`src/rtl/y_sig_misr.sv`:
```
// y_sig_misr: folds a 350-bit word stream into a 32-bit MISR signature over an N-cycle window,
// then holds it for a valid/ready handshake.
module y_sig_misr #(
    parameter int unsigned       SIG_W = 32,
    parameter logic [SIG_W-1:0]  POLY  = 32'h04C11DB7,
    parameter logic [SIG_W-1:0]  SEED  = 32'hFFFFFFFF
) (
    input  logic             clk,
    input  logic             rst_n,
    input  logic [349:0]     y,
    input  logic             start,
    input  logic [15:0]      num_cycles,
    input  logic             sig_ready,
    output logic             busy,
    output logic             sig_valid,
    output logic [SIG_W-1:0] sig,
    output logic [15:0]      cycle_cnt
);
    localparam int CHUNKS = (350 + SIG_W - 1) / SIG_W;

    typedef enum logic [1:0] {IDLE, RUN, DONE} state_t;

    state_t                  state_q, state_d;
    logic [SIG_W-1:0]        sig_q, sig_d;
    logic [15:0]             cnt_q, cnt_d;
    logic [15:0]             n_q, n_d;
    logic [CHUNKS*SIG_W-1:0] y_ext;
    logic [SIG_W-1:0]        fold;
    logic [SIG_W-1:0]        misr_step;

    assign y_ext     = (CHUNKS*SIG_W)'(y);
    assign misr_step = {sig_q[SIG_W-2:0], 1'b0} ^ (sig_q[SIG_W-1] ? POLY : '0) ^ fold;

    always_comb begin
        fold = '0;
        for (int k = 0; k < CHUNKS; k++) fold ^= y_ext[k*SIG_W +: SIG_W];
    end

    always_ff @(posedge clk or negedge rst_n) begin
        if (!rst_n) begin
            state_q <= IDLE;
            sig_q   <= SEED;
            cnt_q   <= '0;
            n_q     <= '0;
        end else begin
            state_q <= state_d;
            sig_q   <= sig_d;
            cnt_q   <= cnt_d;
            n_q     <= n_d;
        end
    end

    always_comb begin
        state_d = state_q;
        sig_d   = sig_q;
        cnt_d   = cnt_q;
        n_d     = n_q;
        case (state_q)
            IDLE: if (start) begin
                n_d     = num_cycles;
                sig_d   = SEED;
                cnt_d   = '0;
                state_d = (num_cycles != 16'd0) ? RUN : DONE;
            end
            RUN: begin
                sig_d = misr_step;
                cnt_d = cnt_q + 16'd1;
                // n_q is nonzero here, so n_q-1 cannot underflow
                if (cnt_q == n_q - 16'd1) state_d = DONE;
            end
            DONE: if (sig_ready) state_d = IDLE;
            default: state_d = IDLE;
        endcase
    end

    always_comb begin
        busy      = (state_q == RUN);
        sig_valid = (state_q == DONE);
    end

    assign sig       = sig_q;
    assign cycle_cnt = cnt_q;
endmodule

```
`config.mk`:
```
export PLATFORM = sky130hd
export DESIGN_NAME = y_sig_misr
export DESIGN_NICKNAME = d
export VERILOG_FILES = /design/src/rtl/y_sig_misr.sv
export SDC_FILE = /design/constraint.sdc
export NUM_CORES = 1
export LEC_CHECK = 0
export CELL_PAD_IN_SITES_DETAIL_PLACEMENT = 1
export CELL_PAD_IN_SITES_GLOBAL_PLACEMENT = 2
export CORE_ASPECT_RATIO = 1.4
export CORE_MARGIN = 4
export CORE_UTILIZATION = 20
export CTS_CLUSTER_SIZE = 20
export DETAILED_ROUTE_END_ITERATION = 7
export PLACE_DENSITY_LB_ADDON = 0.1
export SETUP_SLACK_MARGIN = 0.5
export SLEW_MARGIN = 20
export SYNTH_ARGS = -nofsm -noshare
export SYNTH_HDL_FRONTEND = slang
export SYNTH_SLANG_ARGS = --single-unit
```
`constraint.sdc`:
```
create_clock -name clk -period 3.05 [get_ports clk]
set_input_delay 0.61 -clock clk [delete_from_list [all_inputs] [get_ports clk]]
set_output_delay 0.61 -clock clk [all_outputs]
set_load 0.01 [all_outputs]
```
* Word level (Yosys, flattened, before mapping) *
Index checks and enable logic that the tools add are counted.

word-level totals
  bits in registers = 66
  bits in latches = 0
  memory bits (writable) = 0
  bits in read-only memories = 0
  bits of input ports = 370
  output and inout bits = 50
  memories = 0

cells by class
  add/sub/neg operators = 2
  multiply operators = 0
  div/mod/pow operators = 0
  magnitude comparators = 0
  eq/ne operators = 6
  shift-type cells = 0
  multiplexer cells = 10
  bitwise logic cells = 12
  reduce and logical (&&, ||, !) cells = 6

operators by type and width
  cell                                                    count
  XOR 32 bit                                              10
  case mux 32 bit (2 select lines)                        1
  2-to-1 mux 32 bit                                       1
  case mux 16 bit (2 select lines)                        1
  XOR 32 x 27 -> 32 bit                                   1
  XOR 32 x 30 -> 32 bit                                   1
  2-to-1 mux 27 bit                                       1
  adder 16 x 1 -> 16 bit (second input constant)          1
  == test 16 bit                                          1
  2-to-1 mux 16 bit                                       1
  nonzero test 16 bit                                     1
  subtractor 16 x 1 -> 16 bit (second input constant)     1
  2-to-1 mux 2 bit                                        4
  case mux 2 bit (3 select lines)                         1
  inequality test 2 bit (second input constant)           2
  AND reduction 2 bit                                     2
  AND reduction 3 bit                                     1
  == test 2 x 1 -> 1 bit (second input constant)          1
  == test 2 bit (second input constant)                   1
  zero test 2 bit                                         1
  inequality test 2 x 1 -> 1 bit (second input constant)  1
  nonzero test 2 bit                                      1

* Depth between registers and ports, before layout *
  depth in word-level cells = 12
  depth in mapped cells = 8
  gate-level depth less buffers = 8

* Worst setup path after synthesis *
OpenSTA, ideal clock, no wires.

  path kind = register to register
  start = register n_q[0]
  end = register state_q[0]
  library setup time = 135 ps
  arrival = 2109 ps
  required time = 2915 ps
  setup slack = 806 ps
  stages on the path, launching flop included = 9
  clock period less this slack = 2244 ps
  cell sequence = dfrtp_1 -> inv_1 -> ha_1 -> nor3b_1 -> and2_1 -> a21boi_0 -> or4_1 -> nor4_2 -> o21ai_0

between the ends
  longest elaborated chain between the ends = 4

RTL lines
  element                                   RTL line  source
  from (decl)                               26        logic [15:0] n_q, n_d;
  from (signal assigned)                    49        n_q <= n_d;
  subtractor 16 x 1 -> 16 bit               69        if (cnt_q == n_q - 16'd1) state_d = DONE;
  == test 16 bit                            69
  inequality test 2 x 1 -> 1 bit (no line)  n/a
  AND reduction 3 bit (no line)             n/a
  to (signal assigned)                      46        state_q <= state_d;
  to (decl)                                 23        state_t state_q, state_d;

Every way passes these cells.
A chain may end at the register's enable or synchronous reset.

* Worst setup path after layout *
Ends and elaborated chain as after synthesis.

==> key figures <==
Status
  – Status: finished, final reports clean

Detailed routing
  – Drt first pass iters: 4
  – Initial DRC Count: between 100 and 150
  – Detail Route Antenna Nets: 0
  – DR WL/cell: 19.0 um
  – Vias per inst: 4.17
  – DRC: 0
  – Routed WL: 29.0 mm
  – Vias: ~6300

Power
  – Max VDD drop: roughly 0.25 mV
  – Leakage: 3.95 nW
  – P per Cell Area: 694 nW/um^2

Timing
  – FMAX: 418 MHz
  – Setup_tns: 0 ns
  – Setup violations, final: 0
  – Max-slew violations: 0
  – Final Hold Viols: 0
  – Fin crit share: around four fifths
  – Final Skew: 0.0106 ns
  – Worst-Margin Slew: 0.883 ns
  – Unrepaired setup endpoints after global routing: yes
  – Final min period: 2.39 ns
  – Final setup margin: between 0.6 and 0.7 ns
  – Slew HR: 41.2%

Job
  – Max Cap Viol: 0

Yosys
  – Post-Syn Area: 6460 um^2
  – Seq/Total Area, Yosys: 26.2%
  – Synth Register Bits: 66
  – Yosys warns: 0
  – Cell taking the most area after synthesis: xnor2_1
  – Cell count after synthesis: 702
  – Synthesized net count: 1074
  – Post-synth ARST share: 100%
  – Synth top area share: 48.3%
  – Most common flop cell mapped by yosys: dfrtp_1
  – Post-synth EDFFs: 0
  – Yosys cell types: 48
  – Mean area per synthesized cell: ~9.2 um^2
  – Synth top area cells: xnor2_1 (48%), dfrtp_1 (13%), dfstp_2 (13%)

Layout
  – Commonest non-fill, non-tap cells in the layout: clkdlybuf4s50_1 (418), xnor2_1 (356), nor2_1 (41)
  – Final #Nets: roughly 1500
  – Syn-to-layout area delta: 77.8%
  – Util after Layout: ~36%
  – Share of layout cells above drive strength 1: between 7 and 8%
  – Fillers: 3627
  – Commonest non-fill, non-tap cell in the layout: clkdlybuf4s50_1

Clock tree
  – Num CTS Buffers: 9
  – Max clock buf depth: 2
  – Hold buffers post-CTS: 0
  – Root buffer cell: clkbuf_16
  – # H-tree levels: 3
  – Clk sinks: 66
  – CTS tree: yes
  – Clk slew on worst S/H paths: 0.06 ns
  – Worst skew pair latency: 0.34 ns

Worst setup path
  – Buf+Inv Stages, Crit Path: 1
  – Critical path arrival: 2.60 ns
  – Crit path cell chain: inv_1 > ha_1 > nor3b_4 > a2111oi_1 > a31oi_1 > or4_1 > nor4_4 > o21ai_0
  – Startpoint types: register
  – Worst path max stage delay: 0.55 ns
  – Crit. End Element: register
  – Slowest-stage cell, CP: or4_1
  – Critical Path RT: 3.26 ns
  – Crit path max-delay family: simple AND/OR/NAND/NOR gates
  – WS Path Type: reg2reg
  – Worst Path Max Fanout: 5

Die
  – Die Span X: 160 um
  – Die Ht: ~220 um
  – Initial cell density of the core: 20.4%
  – Core area: about 32000 um^2
  – FP Rows: 77
  – Top Ports: 420
  – Die area: approximately 35000 um^2

Worst hold path
  – Worst Hold Class: in2async

Global route
  – First-pass GRT wire length: roughly 42 mm
  – Total grt overflow: 0
  – Largest net degree at the start of global routing: 67
  – Initial antenna violation count: 3
  – Total Routing Usage GR: between 10% and 20%
  – Via count of the first global-routing pass: 6961

Place
  – Port Buf Inserts: 419
  – Pre-CTS setup slack: roughly 0.35 ns
  – Post-detail-place hpwl: 25.7 mm
  – Final Wtd Congestion: between 0.8 and 0.9
==> cells in the mapped netlist, drive strengths merged, types with 5 or more instances <==
| cell type | count |
|---|---|
| a21oi | 38 |
| a31oi | 9 |
| and3 | 6 |
| clkbuf | 19 |
| dfrtp | 34 |
| dfstp | 32 |
| inv | 9 |
| mux2 | 12 |
| nand2 | 18 |
| nand3 | 7 |
| nand4 | 9 |
| nor2 | 42 |
| nor3b | 5 |
| nor4 | 9 |
| o21ai | 34 |
| xnor2 | 356 |
| xor2 | 25 |
==> worst register-to-register path, stage by stage (launching register included) <==
cell and delay, ns:
dfrtp_1 0.41, inv_1 0.08, ha_1 0.24, nor3b_4 0.18, a2111oi_1 0.42, a31oi_1 0.07
or4_1 0.55, nor4_4 0.20, o21ai_0 0.11
==> stage by stage <==
stage          hold slack [ns]  area [um^2]  std cells  power [mW]
2_1_floorplan            0.314         6460        702        4.97
3_3_place_gp             0.506        11100       1500        6.94
3_5_place_dp             0.514        11100       1500        7.01
4_1_cts                  0.432        11400       1516        8.15
5_1_grt                  0.459        11500       1519        8.66
6_report                 0.392        11500       1524        7.97
==> cells by family after synthesis <==
logic type	after synthesis	synth area share (%)
buf+inv	31	1.84
simple gates	111	8.97
compound gates	99	8.84
mux	12	2.09
flops	66	26.2
xor+xnor	381	51.7
fa+ha+maj	2	0.387
==> cell type report <==
cell class                 instances  area (um^2)  area share, %
clock buffer                      13          260           2.27
timing repair buffer             427         4260           37.1
sequential                        66         1690           14.7
clock inverter                     3         40.0          0.349
antenna                            6         15.0          0.131
tap                              395          494           4.30
multi-input combinational        605         4680           40.8
inverter                           9         33.8          0.294
==> power breakdown <==
| group | internal [mW] | switching, mW | total (mW) |
|---|---|---|---|
| Clock | 0.676 | 0.393 | 1.07 |
| Combinational | 2.72 | 2.18 | 4.90 |
| Sequential | 1.46 | 0.537 | 2.00 |
==> path summary, 6_finish.rpt <==
kind	start	to	slack, ns	cells past startpoint
max	n_q[0]$_DFFE_PN0P_	state_q[0]$_DFFE_PN0P_	0.66	8
min	rst_n	n_q[7]$_DFFE_PN0P_	0.39	1
max reg2reg	n_q[0]$_DFFE_PN0P_	state_q[0]$_DFFE_PN0P_	0.66	8
min reg2reg	sig[21]$_DFFE_PN1P_	sig[21]$_DFFE_PN1P_	0.52	2
max in group asynchronous	rst_n	cycle_cnt[0]$_DFFE_PN0P_	2.09	1
min in group clk	sig[21]$_DFFE_PN1P_	sig[21]$_DFFE_PN1P_	0.52	2
==> metal layers <==
layer	wire length [um]	GRT usage, %
met5	0	0
met4	465	3.62
met3	2180	5.57
met2	16900	32.2
met1	9430	14.9
==> flip-flops by register name, summed over array words and instances, names as in the netlist <==
name,count
sig,32
cycle_cnt,16
n_q,16
state_q,2
==> what timing repair did <==
item,CTS,global route
setup buffers,0,2
pin swaps,0,1
endpoints found under the setup margin,2,2
resized for setup,1,5
Power figures use the tool's default switching activity.
